==> config.mk <==
export PLATFORM = sky130hd
export DESIGN_NAME = mul_div_unit
export DESIGN_NICKNAME = d
export VERILOG_FILES = /design/src/rtl/mul_div_unit.sv
export SDC_FILE = /design/constraint.sdc
export NUM_CORES = 1
export LEC_CHECK = 0
export CORE_UTILIZATION = 40
export CTS_CLUSTER_SIZE = 14
export DETAILED_ROUTE_END_ITERATION = 16
export SKIP_LAST_GASP = 1
export SLEW_MARGIN = 20
export SYNTH_ARGS = -nofsm -noshare
export SYNTH_HDL_FRONTEND = slang
export SYNTH_SLANG_ARGS = --single-unit
==> constraint.sdc <==
create_clock -name clk -period 8.6 [get_ports clk]
set_input_delay 1.29 -clock clk [delete_from_list [all_inputs] [get_ports clk]]
set_output_delay 1.29 -clock clk [all_outputs]
set_load 0.01 [all_outputs]
==> src/rtl/mul_div_unit.sv <==
// Iterative RV32M multiply/divide unit with a fixed 33-edge latency.
// Shift-add multiply and restoring divide share one 64-bit accumulator.
module mul_div_unit #(
    parameter int XLEN = 32
) (
    input  logic            clk,
    input  logic            rst,
    input  logic            start,
    input  logic [2:0]      funct3,
    input  logic [XLEN-1:0] a,
    input  logic [XLEN-1:0] b,
    input  logic [4:0]      rd_in,
    output logic            busy,
    output logic            done,
    output logic [XLEN-1:0] result,
    output logic [4:0]      rd_out
);

    typedef enum logic [1:0] {
        IDLE,
        CALC,
        FIX,
        DONE
    } state_t;

    state_t            state;
    logic [4:0]        count;
    logic [2:0]        op;
    logic              sa;
    logic              sb;
    logic [XLEN-1:0]   ma;
    logic [XLEN-1:0]   mb;
    logic [2*XLEN-1:0] acc;

    logic              cap_sa;
    logic              cap_sb;
    logic [XLEN-1:0]   cap_ma;
    logic [XLEN-1:0]   cap_mb;

    logic [XLEN:0]     mul_sum;
    logic [XLEN:0]     div_sh;
    logic              div_ge;
    logic [XLEN-1:0]   div_diff;
    logic [2*XLEN-1:0] step_next;

    logic [2*XLEN-1:0] mul_p;
    logic [XLEN-1:0]   quo;
    logic [XLEN-1:0]   rem;
    logic [XLEN-1:0]   fix_val;

    // Operand capture: sign flags only for the signed operand positions.
    always_comb begin
        cap_sa = a[XLEN-1] & (funct3 == 3'd1 || funct3 == 3'd2 ||
                              funct3 == 3'd4 || funct3 == 3'd6);
        cap_sb = b[XLEN-1] & (funct3 == 3'd1 || funct3 == 3'd4 ||
                              funct3 == 3'd6);
        cap_ma = cap_sa ? -a : a;
        cap_mb = cap_sb ? -b : b;
    end

    // One multiply or divide iteration. Magnitudes are unsigned, so 2^31
    // fits; the 33-bit shifted remainder avoids overflow in the compare.
    always_comb begin
        mul_sum  = {1'b0, acc[2*XLEN-1:XLEN]} +
                   (acc[0] ? {1'b0, ma} : {(XLEN+1){1'b0}});
        div_sh   = {acc[2*XLEN-1:XLEN], acc[XLEN-1]};
        div_ge   = (div_sh >= {1'b0, mb});
        div_diff = div_sh[XLEN-1:0] - mb;
        if (!op[2]) begin
            step_next = {mul_sum, acc[XLEN-1:1]};
        end else if (div_ge) begin
            step_next = {div_diff, acc[XLEN-2:0], 1'b1};
        end else begin
            step_next = {div_sh[XLEN-1:0], acc[XLEN-2:0], 1'b0};
        end
    end

    // Sign correction and divide special cases applied in FIX.
    always_comb begin
        mul_p   = (sa ^ sb) ? -acc : acc;
        quo     = (sa ^ sb) ? -acc[XLEN-1:0] : acc[XLEN-1:0];
        rem     = sa ? -acc[2*XLEN-1:XLEN] : acc[2*XLEN-1:XLEN];
        fix_val = '0;
        case (op)
            3'd0:       fix_val = mul_p[XLEN-1:0];
            3'd1, 3'd2,
            3'd3:       fix_val = mul_p[2*XLEN-1:XLEN];
            3'd4, 3'd5: fix_val = (mb == '0) ? '1 : quo;
            default:    fix_val = (mb == '0) ? (sa ? -ma : ma) : rem;
        endcase
    end

    // Control FSM with registered outputs and datapath state.
    always_ff @(posedge clk or posedge rst) begin
        if (rst) begin
            state  <= IDLE;
            count  <= '0;
            op     <= '0;
            sa     <= 1'b0;
            sb     <= 1'b0;
            ma     <= '0;
            mb     <= '0;
            acc    <= '0;
            busy   <= 1'b0;
            done   <= 1'b0;
            result <= '0;
            rd_out <= '0;
        end else begin
            case (state)
                IDLE: begin
                    done <= 1'b0;
                    if (start) begin
                        state  <= CALC;
                        busy   <= 1'b1;
                        count  <= '0;
                        op     <= funct3;
                        rd_out <= rd_in;
                        sa     <= cap_sa;
                        sb     <= cap_sb;
                        ma     <= cap_ma;
                        mb     <= cap_mb;
                        acc    <= {{XLEN{1'b0}},
                                   funct3[2] ? cap_ma : cap_mb};
                    end
                end
                CALC: begin
                    acc   <= step_next;
                    count <= count + 5'd1;
                    if (count == 5'd31) begin
                        state <= FIX;
                    end
                end
                FIX: begin
                    result <= fix_val;
                    done   <= 1'b1;
                    state  <= DONE;
                end
                DONE: begin
                    done  <= 1'b0;
                    busy  <= 1'b0;
                    state <= IDLE;
                end
                default: begin
                    state <= IDLE;
                    busy  <= 1'b0;
                    done  <= 1'b0;
                end
            endcase
        end
    end

endmodule

# Yosys cells after proc, flatten, opt, wreduce, memory -nomap -nowiden
# Cells that the tools add are included.
# totals
elab_cells	81
rom_bits	0
memories	0
output_inout_bits	39
latchBits	0
ramBits	0
ff_bits	179
# op_classes
n_mul	0
n_eq_ne	15
bitwise	3
shifts	0
n_reduce_logical	18
n_addsub	9
magnitude_cmp	1
n_mux	23
n_div	0
# ops
op	count
$mux W32	9
$mux W64	4
$neg A32 Y32	5
$pmux W64 S2	1
$pmux W32 S3	1
$neg A64 Y64	1
$add A32 B32 Y33	1
$ge A33 B32 Y1	1
$logic_not A32 Y1	1
$sub A32 B32 Y32	1
$eq A3 B3 Y1 const B	4
$pmux W5 S2	1
$eq A3 B2 Y1 const B	3
$pmux W2 S4	1
$reduce_and A2 Y1	4
$eq A3 B1 Y1 const B	2
$reduce_bool A2 Y1	3
$add A5 B1 Y5 const B	1
$eq A5 B5 Y1 const B	1
$logic_or A1 B1 Y1	5
$mux W5	1
$eq A2 B2 Y1 const B	2
$mux W2	2
$ne A2 B2 Y1 const B	2
9 further kinds	12

# Logic depth before layout (Yosys ltp)
# Gate-level depths: netlist of the first run.
# depth
depth_word	9
mapped_depth	16
ltp_nobuf	15

# Worst setup path before layout of the first run
# No wires, ideal clock.
# synth_path
kind	input-to-reg
startpoint	input port a[3]
endpoint	register acc[27]
t_arrival_ns	3.385
n_path_buf	0
stages	10
path_slack_ns	5.079
cell_sequence	nor3_1 > nand3_1 > nor4_1 > nand3b_1 > or2_2 > o31ai_1 > xor2_1 > mux2i_1 > a21oi_1 > a21oi_1
# synth_between
elab_chain_len	5
# synth_rtl
item	line	rtl
start, declared	10	input logic [XLEN-1:0] a,
$neg A32 Y32	57	cap_ma = cap_sa ? -a : a;
$mux W32	57	
$mux W32	123	funct3[2] ? cap_ma : cap_mb};
$mux W64	112	if (start) begin
$pmux W64 S2	109	case (state)
end signal, assigned	122	acc <= {{XLEN{1'b0}},
end signal, assigned	127	acc <= step_next;
end, declared	33	logic [2*XLEN-1:0] acc;
# No other way between the ends. The select of a mux whose other input is x is not followed.
# A chain may end at the register's enable or synchronous reset.

# Final worst setup path of the first run
# layout_path
startpoint	register acc[49]
endpoint	register acc[53]
# layout_between
elab_chain_len	4
elab_cells_between_ends	6
classes_between	2 x add/sub; 1 x order compare; 3 x mux
# layout_rtl
item	line	rtl
$sub A32 B32 Y32 / $ge A33 B32 Y1 (equally long branches)	68, 67	
$mux W64	71	end else if (div_ge) begin
$mux W64 *	69	if (!op[2]) begin
$pmux W64 S2 *	109	
# Every way passes the cells marked *; elsewhere a longest branch is shown, timed or not.

==> results.md, run 1 <==
| Item | Value | Unit |
|:---|:---|:---|
| Fill count | 3975 | - |
| Number of placement rows | 73 | - |
| Worst-case hold slack | 0.487 | ns |
| Highest-count cells in the layout ignoring fill and taps | sky130_fd_sc_hd__a21oi_1, sky130_fd_sc_hd__nand2_1, sky130_fd_sc_hd__o21ai_0 | - |
| Largest net degree at the start of global routing | 118 | - |
| Initial core utilization | 40.8 | % |
| Slew of the pin with the lowest slew margin | 1.07 | ns |
| Cts repair resizes | 0 | - |
| Clk sink count | 179 | - |
| Maximum operating frequency | 230 | MHz |
| Sequential power share | 25.2 | % |
| Net Count, Synth | 2254 | - |
| Worst setup EP type | flip-flop | - |
| Max VDD drop | 0.216 | mV |
| Number of setup buffers added after CTS | 0 | - |
| RSZ-0062 raised after global routing | false | - |
| Growth of design area from synthesis to finish | 12.9 | % |
| Critical path fanouts, max | 34 | - |
| Most frequent CP cell | sky130_fd_sc_hd__nor2_1 | - |
| Number of setup violations in the final report | 0 | - |
| CP startpoint kind | flip-flop | - |
| Number of cells on the worst reg-to-reg path | 12 | - |
| Worst r2r dst | acc[53]$_DFFE_PP0P_ | - |
| Critical path destination | acc[53]$_DFFE_PP0P_ | - |
| Number of buffers between clock root and the deepest sink | 2 | - |
| Fraction of the cycle the final worst path needs | 50.5 | % |
| Area of the placeable core | 0.0399 | sq mm |
| Worst rel slew slack | 28.9 | % |
| Avg WL per Cell | 22.2 | um |
| Hold/Removal Path Class | reg2reg | - |
| Number of nets in the finished design | 2272 | - |
| Number of warnings issued by yosys | 0 | - |
| Number of pins exceeding their max-slew limit in the final report | 0 | - |
| Die ar. | 0.0415 | sq mm |
| Max stage delay on crit path | 0.66 | ns |
| Number of DRC markers after the initial detailed-route iteration | 1598 | - |
| Int Pwr | 0.00367 | W |
| Final Power | 0.00771 | W |
| Global Route Usage Sum | 28.7 | % |
| CTS hold repair buffers | 0 | - |
| Cell at the root of the clock tree | sky130_fd_sc_hd__clkbuf_16 | - |
| Final Wtd Congestion | 0.964 | - |
| Port Buffers | 113 | - |
| Startpoint of the lowest-slack register-to-register path | acc[49]$_DFFE_PP0P_ | - |
| First-pass DRT Iterations | 6 | - |
| Width of the die | 204 | um |
| Most common cell after layout, fill and taps aside | sky130_fd_sc_hd__a21oi_1 | - |
| Setup total negative slack | 0 | ns |
| Worst path cell trace | ha_1 -> a21oi_1 -> nor2_1 -> nor3_1 -> o21ai_0 -> a221oi_1 -> o211ai_1 -> a41oi_4 -> buf_4 -> mux2i_1 -> nor2_1 -> a221o_1 | - |
| Remaining design rule violation count | 0 | - |
| Worst-case setup margin in the final layout | 4.25 | ns |
| Final wirelength | 59100 | um |
| Start point of the critical path | acc[49]$_DFFE_PP0P_ | - |
| Static leakage power | 7.68 | nW |
| Critical-path top delay cell | sky130_fd_sc_hd__dfrtp_1 | - |
| Placement Setup Slack | 4.06 | ns |
| Sw Share | 52.4 | % |
| Start-to-end type of the worst setup path | reg2reg | - |
| Most instantiated flip-flop cell in the synthesis netlist | sky130_fd_sc_hd__dfrtp_1 | - |
| Fraction of layout cells with a size suffix above 1 | 5.72 | % |
| Combinational group share of total power | 63.7 | % |
| Final setup skew | 0.0131 | ns |
| Reg clk slew, reported paths | 0.07 | ns |
| Worst endpoint required time | 8.95 | ns |
| Number of enable-type register cells in the synthesized netlist | 0 | - |
| Area of the mapped netlist | 0.0163 | sq mm |
| Time the final worst path needs with I/O delays and setup | 4.35 | ns |
| Sequential area share after synthesis | 27.5 | % |
| Via count of the first global-routing pass | 15100 | - |
| Estimated wirelength of the detail-placed design | 45600 | um |
| Post-layout util | 46.1 | % |
| Source-to-sink clock delay at the later pin of the worst-skew pair | 0.46 | ns |
| Synthesis-stage register bit count | 179 | - |
| Post-synthesis cell count | 2101 | - |
| Reported net switching power | 0.00404 | W |
| Cts bufs inserted | 17 | - |
| P per Cell Area | 419 | mW/mm^2 |
| GRT Residual Overflow | 0 | - |
| Count of distinct cell types in the synthesized netlist | 74 | - |
| Result of the run | completed | - |
| Number of antenna violations at the first check in global routing | 1 | - |
| Clock power share | 11.1 | % |
| Proportion of register bits with asynchronous set or reset after synthesis | 100 | % |
| H-tree levels | 4 | - |
| Mean cell area of the mapped netlist | 7.75 | sq um |
| Number of hold violations in the final report | 0 | - |
| Crit path arrival time | 4.69 | ns |
| Number of antenna-violating nets in the routed design | 0 | - |
| I/O pins | 114 | - |
| Global-route wire length before repair | 90400 | um |
| Vias post-DR | 16000 | - |
| TritonCTS clock tree | done | - |
| Overall die height | 204 | um |
| Reg-to-reg setup timing slack | 4.25 | ns |
| Max-cap check violation count | 0 | - |
| Post-detailed-route via-to-cell ratio | 6.01 | - |
## metrics by stage
stage,cells,cell area (sq um)
after CTS,2657,18400
after floorplan,2101,16300
after global routing,2657,18400
after global placement,2625,17800
after detailed placement,2625,17800
final,2658,18400
## cell type report
| type | instances | area, sq um | share of cell area (%) |
|---|---|---|---|
| Timing Repair Buffer | 134 | 1280 | 6.98 |
| Antenna cell | 1 | 2.50 | 0.0136 |
| Sequential cell | 179 | 4480 | 24.4 |
| Tap cell | 525 | 657 | 3.57 |
| Clock buffer | 18 | 429 | 2.33 |
| Multi-Input combinational cell | 1699 | 11000 | 59.9 |
| Clock inverter | 14 | 176 | 0.959 |
| Inverter | 88 | 338 | 1.84 |
## cell families (layout without fill, tap and decap cells)
| group | Yosys count | in the layout | synth area share [%] |
|---|---|---|---|
| other | 0 | 1 | 0 |
| adders and majority gates | 78 | 78 | 6.08 |
| buffers and inverters | 223 | 254 | 5.20 |
| AOI/OAI and AO/OA | 660 | 660 | 24.7 |
| muxes | 77 | 77 | 5.08 |
| and+or+nand+nor | 652 | 652 | 19.0 |
| DFF | 179 | 179 | 27.5 |
| xor gates and xnor gates | 232 | 232 | 12.5 |
## registers in the layout, summed over array words and instances, names as in the netlist
name / count
op: 3
acc: 64
sa: 1
sb: 1
rd_out: 5
count: 5
state: 2
mb: 32
ma: 32
busy: 1
done: 1
result: 32
## worst max-delay path: cells and delay by family, from the launching register on
family                     cells  cell delay, ns
adders and majority gates      1            0.40
and+or+nand+nor                3            0.32
DFF                            1            0.66
AOI/OAI and AO/OA              6            2.08
muxes                          1            0.27
buffers and inverters          1            0.49
## how the worst min path moves through the flow
stage | from | end | slack [ns] | cells after the start
floorplan | mb[21]$_DFFE_PP0P_ | mb[21]$_DFFE_PP0P_ | 0.47 | 2
global placement | result[0]$_DFFE_PP0P_ | result[0]$_DFFE_PP0P_ | 0.47 | 1
detailed placement | result[5]$_DFFE_PP0P_ | result[5]$_DFFE_PP0P_ | 0.48 | 1
CTS | result[5]$_DFFE_PP0P_ | result[5]$_DFFE_PP0P_ | 0.49 | 1
global route | result[5]$_DFFE_PP0P_ | result[5]$_DFFE_PP0P_ | 0.50 | 1
finish | result[5]$_DFFE_PP0P_ | result[5]$_DFFE_PP0P_ | 0.49 | 1
## metal layers
metal  track usage, %  vias up  share of wire (%)
met4             12.3        0                4.1
met1             38.9     7672                 44
met5                0        -                  0
li1                 -     7543                  -
met2             45.3      645                 45
met3             4.30      104                6.9
## cells in the mapped netlist (all sizes together) (20+ instances only)
library cell    n  share of area [%]
a21oi         225                6.9
nand2         205                4.7
o21ai         188                5.8
nor2          184                4.2
dfrtp         179                 27
xnor2         135                7.3
clkbuf        123                2.8
xor2           97                5.2
inv            87                2.0
ha             76                5.8
nor3           44                1.4
mux2i          40                2.5
and2           37                1.4
mux2           36                2.5
nand3          31               0.95
o31ai          30                1.5
a211oi         29                1.3
nor4           29                1.2
a21o           27                1.2
o22ai          26                1.0
or3            22               0.91
nand2b         20               0.77
## power by group through the flow
stage / Clock, W / Combinational (W) / Sequential, W
after global placement: 0 / 0.00475 / 0.00192
after global routing: 0.000892 / 0.00536 / 0.00198
final: 0.000859 / 0.00491 / 0.00194
after CTS: 0.000865 / 0.00482 / 0.00192
after detailed placement: 0 / 0.00480 / 0.00194
after floorplan: 0 / 0.00354 / 0.00158
Note: power is estimated with default switching activity, not from simulation.
==> run 2, diff against run 1 <==
==> constraint.sdc (replaced) <==
create_clock -name clk -period 3.7 [get_ports clk]
set_input_delay 0.555 -clock clk [delete_from_list [all_inputs] [get_ports clk]]
set_output_delay 0.555 -clock clk [all_outputs]
set_load 0.01 [all_outputs]
==> run 2 against run 1 <==
  * Power rose by 140%
  * Global-route usage rose by 2.1 points
  * Critical path depth fell by 2
  * Sequential power rose by 110%
  * First-iteration DRC count fell by 8.5%
  * Sequential cell count did not move
  * Final cell count rose by 4.1%
  * Sequential share of layout area fell by 1.1 points
  * Critical path type unchanged
  * Clock power rose by 130%
  * Setup slack got worse by 4.1 ns
  * Worst hold slack got worse by 0.0066 ns
  * Clock skew rose by 0.0036 ns
==> results.md, run 2 (same netlist as run 1, synthesis figures left out) <==
| Item | Value | Unit |
|:---|:---|:---|
| Result of the run | completed | - |
| Most common cell after layout, fill and taps aside | sky130_fd_sc_hd__a21oi_1 | - |
| Register containing the most flip-flops in the final layout | acc | - |
| Growth of design area from synthesis to finish | 18.3 | % |
| Source-to-sink clock delay at the later pin of the worst-skew pair | 0.50 | ns |
| Sequential power share | 21.5 | % |
| Post-layout util | 48.3 | % |
| Final setup skew | 0.0167 | ns |
| Number of DRC markers after the initial detailed-route iteration | 1462 | - |
| Number of pins exceeding their max-slew limit in the final report | 0 | - |
| CTS hold repair buffers | 0 | - |
| Post-detailed-route via-to-cell ratio | 5.95 | - |
| Via count of the first global-routing pass | 15900 | - |
| Total placed instance area | 0.0187 | sq mm |
| P per Cell Area | 968 | mW/mm^2 |
| Worst endpoint required time | 4.05 | ns |
| Estimated wirelength of the detail-placed design | 50100 | um |
| Crit path arrival time | 3.95 | ns |
| Finished Cell Area | 0.0193 | sq mm |
| Combinational group share of total power | 68.1 | % |
| Largest net degree at the start of global routing | 77 | - |
| Kind of cell adding the most delay to the critical path | simple AND/OR/NAND/NOR gates | - |
| Max stage delay on crit path | 0.67 | ns |
| Fraction of layout cells with a size suffix above 1 | 10.4 | % |
| Area of the placeable core | 0.0399 | sq mm |
| Die ar. | 0.0415 | sq mm |
| Start-to-end type of the worst setup path | reg2reg | - |
| Flip-flop count of the largest register, all copies and words added | 64 | - |
| Number of buffer and inverter instances along the worst setup path | 1 | - |
| Clock power share | 10.4 | % |
| Worst setup EP type | flip-flop | - |
| Initial core utilization | 40.8 | % |
| Critical path fanouts, max | 5 | - |
| Clk sink count | 179 | - |
| Number of buffers between clock root and the deepest sink | 2 | - |
| Highest-count cells in the layout ignoring fill and taps | sky130_fd_sc_hd__a21oi_1, sky130_fd_sc_hd__nand2_1, sky130_fd_sc_hd__o21ai_0 | - |
| Number of placement rows | 73 | - |
| Time the final worst path needs with I/O delays and setup | 3.59 | ns |
| I/O pins | 114 | - |
| Number of setup buffers added after CTS | 0 | - |
| Port Buffers | 113 | - |
| Int Pwr | 0.00894 | W |
| Avg WL per Cell | 22.7 | um |
| Cell at the root of the clock tree | sky130_fd_sc_hd__clkbuf_16 | - |
| Width of the die | 204 | um |
| Number of setup violations in the final report | 0 | - |
| Max VDD drop | 0.582 | mV |
| Maximum operating frequency | 278 | MHz |
| Critical-path top delay cell | sky130_fd_sc_hd__or4_1 | - |
| Vias post-DR | 16500 | - |
| Final wirelength | 62900 | um |
| Max-cap check violation count | 0 | - |
| GRT Residual Overflow | 0 | - |
| Number of nets in the finished design | 2381 | - |
| Global-route wire length before repair | 95400 | um |
| Worst rel slew slack | 37.2 | % |
| Overall die height | 204 | um |
| Cts bufs inserted | 17 | - |
| CP startpoint kind | flip-flop | - |
| Most frequent CP cell | sky130_fd_sc_hd__o22ai_1 | - |
| Static leakage power | 8.23 | nW |
| Slew of the pin with the lowest slew margin | 0.939 | ns |
| Final Wtd Congestion | 0.980 | - |
| Sw Share | 52.0 | % |
| Number of antenna violations at the first check in global routing | 3 | - |
| First-pass DRT Iterations | 6 | - |
| Global Route Usage Sum | 30.8 | % |
| Fill count | 3930 | - |
| Reg clk slew, reported paths | 0.08 | ns |
| Number of hold violations in the final report | 0 | - |
| Setup total negative slack | 0 | ns |
| Worst path cell trace | or4_1 -> nor4_2 -> and3b_1 -> nand3_1 -> buf_4 -> o21ai_0 -> xor2_1 -> o22ai_1 -> o22ai_1 -> a21oi_1 | - |
| RSZ-0062 raised after global routing | false | - |
| TritonCTS clock tree | done | - |
| Reported net switching power | 0.00971 | W |
| H-tree levels | 4 | - |
| Worst-case setup margin in the final layout | 0.106 | ns |
| Fraction of the cycle the final worst path needs | 97.1 | % |
| Number of antenna-violating nets in the routed design | 0 | - |
| Cts repair resizes | 1 | - |
| Placement Setup Slack | -0.0594 | ns |
| Hold/Removal Path Class | in2async | - |
| Remaining design rule violation count | 0 | - |
run 2: path summary, 6_finish.rpt:
| check | startpoint | end | slack (ns) | cells past startpoint |
|---|---|---|---|---|
| max in group asynchronous | rst | acc[16]$_DFFE_PP0P_ | 2.38 | 3 |
| setup reg to reg | acc[10]$_DFFE_PP0P_ | result[25]$_DFFE_PP0P_ | 0.11 | 10 |
| setup / recovery | acc[10]$_DFFE_PP0P_ | result[25]$_DFFE_PP0P_ | 0.11 | 10 |
| hold / removal | rst | result[25]$_DFFE_PP0P_ | 0.48 | 2 |
| hold reg to reg | result[0]$_DFFE_PP0P_ | result[0]$_DFFE_PP0P_ | 0.48 | 1 |
| min in group clk | result[0]$_DFFE_PP0P_ | result[0]$_DFFE_PP0P_ | 0.48 | 1 |
run 2: worst register-to-register path, delay by kind of cell (launching register included):
kind | cells | cell delay [ns]
AOI/OAI and AO/OA | 4 | 0.65
xor gates and xnor gates | 1 | 0.30
buffers and inverters | 1 | 0.26
DFF | 1 | 0.48
and+or+nand+nor | 4 | 1.79
run 2: per-stage QoR:
| stage | std cells | power, W | hold WS, ns |
|---|---|---|---|
| floorplan | 2101 | 0.0119 | 0.472 |
| detailed placement | 2734 | 0.0165 | 0.473 |
| global route | 2766 | 0.0199 | 0.505 |
| global placement | 2734 | 0.0164 | 0.474 |
| finish | 2768 | 0.0187 | 0.480 |
| CTS | 2766 | 0.0185 | 0.472 |
run 2: routing by layer:
layer | part of all wire, % | track usage, %
met5 | 0.030 | 0
met4 | 3.6 | 12.5
met2 | 47 | 50.3
met1 | 43 | 40.3
met3 | 6.8 | 5.21
run 2: power groups by stage:
stage / sequential (W) / clock, W / combinational, W
finish: 0.00402 / 0.00194 / 0.0127
global route: 0.00412 / 0.00203 / 0.0138
CTS: 0.00398 / 0.00197 / 0.0125
detailed placement: 0.00402 / 0 / 0.0124
global placement: 0.00398 / 0 / 0.0124
floorplan: 0.00368 / 0 / 0.00822
run 2: layout make-up:
cell class	instances	area [sq um]	share of cell area, %
multi-input cells	1699	11000	57.3
flip-flops and latches	179	4480	23.3
repair buffers	243	2150	11.2
well taps	525	657	3.41
clock buffers	17	425	2.21
inverters	88	334	1.73
clock inverters	15	180	0.935
diodes	2	5.00	0.0260
==> run 3, diff against run 2 <==
--- a/config.mk
+++ b/config.mk
@@ -8,6 +8,7 @@
 export CORE_UTILIZATION = 40
 export CTS_CLUSTER_SIZE = 14
 export DETAILED_ROUTE_END_ITERATION = 16
+export PLACE_DENSITY = 0.71
 export SKIP_LAST_GASP = 1
 export SLEW_MARGIN = 20
 export SYNTH_ARGS = -nofsm -noshare
==> run 3 against run 2 <==
  * Sequential share of layout area rose by 0.31 points
  * Setup slack better by 0.049 ns
  * Wire length shrank 1.3%
  * Sequential power grew 2%
  * Highest routed layer unchanged
  * Clock skew decreased by 0.0022 ns
  * Register-to-register slack improved by 0.05 ns
  * Die area is the same
  * Global-route usage shrank 0.95 points
  * Critical path depth increased by 5
==> results.md, run 3 (same netlist as run 1, synthesis figures left out) <==
| Item | Value | Unit |
|:---|:---|:---|
| Worst setup EP type | flip-flop | - |
| Via count of the first global-routing pass | 15800 | - |
| Port Buffers | 113 | - |
| Global-route wire length before repair | 93700 | um |
| Fill count | 3883 | - |
| Cell at the root of the clock tree | sky130_fd_sc_hd__clkbuf_16 | - |
| Fraction of layout cells with a size suffix above 1 | 9.14 | % |
| GRT Residual Overflow | 0 | - |
| CP startpoint kind | flip-flop | - |
| Largest net degree at the start of global routing | 139 | - |
| Vias post-DR | 16500 | - |
| H-tree levels | 4 | - |
| Worst endpoint required time | 4.07 | ns |
| Combined area of the multi-input logic cells | 0.0110 | sq mm |
| Reg clk slew, reported paths | 0.08 | ns |
| Register containing the most flip-flops in the final layout | acc | - |
| Start-to-end type of the worst setup path | reg2reg | - |
| Number of setup violations in the final report | 0 | - |
| Result of the run | completed | - |
| Flip-flop count of the largest register, all copies and words added | 64 | - |
| Maximum operating frequency | 282 | MHz |
| First-pass DRT Iterations | 6 | - |
| Highest-count cells in the layout ignoring fill and taps | sky130_fd_sc_hd__a21oi_1, sky130_fd_sc_hd__nand2_1, sky130_fd_sc_hd__nor2_1 | - |
| TritonCTS clock tree | done | - |
| Global Route Usage Sum | 29.9 | % |
| P per Cell Area | 975 | mW/mm^2 |
| Static leakage power | 8.07 | nW |
| Placement Setup Slack | 0.146 | ns |
| Number of antenna violations at the first check in global routing | 1 | - |
| Initial core utilization | 40.8 | % |
| Fraction of the cycle the final worst path needs | 95.8 | % |
| Remaining design rule violation count | 0 | - |
| Worst-case setup margin in the final layout | 0.155 | ns |
| Post-detailed-route via-to-cell ratio | 6.04 | - |
| Width of the die | 204 | um |
| Source-to-sink clock delay at the later pin of the worst-skew pair | 0.46 | ns |
| Estimated wirelength of the detail-placed design | 48900 | um |
| Avg WL per Cell | 22.7 | um |
| Crit path arrival time | 3.91 | ns |
| Number of buffers between clock root and the deepest sink | 2 | - |
| I/O pins | 114 | - |
| Setup total negative slack | 0 | ns |
| Critical path fanouts, max | 3 | - |
| Number of placement rows | 73 | - |
| Seq. cell area | 0.00448 | sq mm |
| Growth of design area from synthesis to finish | 16.7 | % |
| Final setup skew | 0.0145 | ns |
| Area of the placeable core | 0.0399 | sq mm |
| Number of pins exceeding their max-slew limit in the final report | 0 | - |
| Die ar. | 0.0415 | sq mm |
| Cts bufs inserted | 17 | - |
| Slew of the pin with the lowest slew margin | 1.02 | ns |
| Overall die height | 204 | um |
| Number of DRC markers after the initial detailed-route iteration | 1855 | - |
| Most common cell after layout, fill and taps aside | sky130_fd_sc_hd__a21oi_1 | - |
| Number of hold violations in the final report | 0 | - |
| Worst rel slew slack | 32.1 | % |
| Final Wtd Congestion | 1.01 | - |
| Final wirelength | 62100 | um |
| Clk sink count | 179 | - |
| Time the final worst path needs with I/O delays and setup | 3.54 | ns |
| Hold/Removal Path Class | in2reg | - |
| Number of nets in the finished design | 2350 | - |
| RSZ-0062 raised after global routing | false | - |
| Max VDD drop | 0.469 | mV |
| Number of antenna-violating nets in the routed design | 0 | - |
| Max-cap check violation count | 0 | - |
| Number of setup buffers added after CTS | 0 | - |
==> run 3: metrics by stage <==
stage / util (%) / cells / power, W / hold slack (ns) / area [sq um]
after global routing: 47.6 / 2735 / 0.0197 / 0.427 / 19000
after CTS: 47.6 / 2735 / 0.0182 / 0.428 / 19000
final: 47.6 / 2737 / 0.0185 / 0.444 / 19000
after floorplan: - / 2101 / 0.0119 / 0.472 / 16300
after detailed placement: 46.2 / 2703 / 0.0164 / 0.470 / 18400
after global placement: 46.2 / 2703 / 0.0162 / 0.466 / 18400
==> run 3: report_power, final <==
part	internal (W)	switching (W)	total, W
clock	0.000898	0.000944	0.00184
combinational	0.00499	0.00760	0.0126
sequential	0.00287	0.00123	0.00410
total	0.00876	0.00978	0.0185
==> run 3: timing repair <==
action                     CTS  global route
hold buffers                 0             0
setup endpoints to repair    0             6
gates resized for setup      0             3
==> run 3: final timing paths <==
kind / startpoint / endpoint / slack [ns] / cells past startpoint
setup / recovery: acc[31]$_DFFE_PP0P_ / acc[62]$_DFFE_PP0P_ / 0.16 / 15
hold / removal: funct3[2] / op[2]$_DFFE_PP0P_ / 0.44 / 2
setup reg to reg: acc[31]$_DFFE_PP0P_ / acc[62]$_DFFE_PP0P_ / 0.16 / 15
hold reg to reg: result[5]$_DFFE_PP0P_ / result[5]$_DFFE_PP0P_ / 0.48 / 1
max in group asynchronous: rst / op[2]$_DFFE_PP0P_ / 2.33 / 3
min in group asynchronous: rst / result[22]$_DFFE_PP0P_ / 0.56 / 3
==> run 3: area by class of cell <==
class | count | area share [%]
diodes | 2 | 0.0263
clock buffers | 18 | 2.26
clock inverters | 14 | 0.737
inverters | 88 | 1.76
multi-input cells | 1699 | 58.0
flip-flops and latches | 179 | 23.6
well taps | 525 | 3.45
repair buffers | 212 | 10.2
==> run 3: critical path, cell delays in order (launching register included) <==
cell and delay [ns]:
sky130_fd_sc_hd__dfrtp_1 0.39, sky130_fd_sc_hd__inv_1 0.08, sky130_fd_sc_hd__ha_1 0.17, sky130_fd_sc_hd__inv_1 0.06
sky130_fd_sc_hd__fa_1 0.44, sky130_fd_sc_hd__a211oi_1 0.24, sky130_fd_sc_hd__nor2_1 0.11, sky130_fd_sc_hd__o21ai_0 0.22
sky130_fd_sc_hd__buf_4 0.16, sky130_fd_sc_hd__o21ai_0 0.13, sky130_fd_sc_hd__a21oi_1 0.25, sky130_fd_sc_hd__o21ai_0 0.17
sky130_fd_sc_hd__a41oi_1 0.41, sky130_fd_sc_hd__mux2i_1 0.27, sky130_fd_sc_hd__o221ai_1 0.15, sky130_fd_sc_hd__a22oi_1 0.21
==> run 3: per-layer routing <==
metal	share of wire (%)	global-route usage (%)	vias to the layer above
met5	0.023	0	-
met4	4.6	14.0	2
met3	7.2	4.02	145
met2	46	47.5	771
met1	43	40.0	7936
li1	-	-	7682
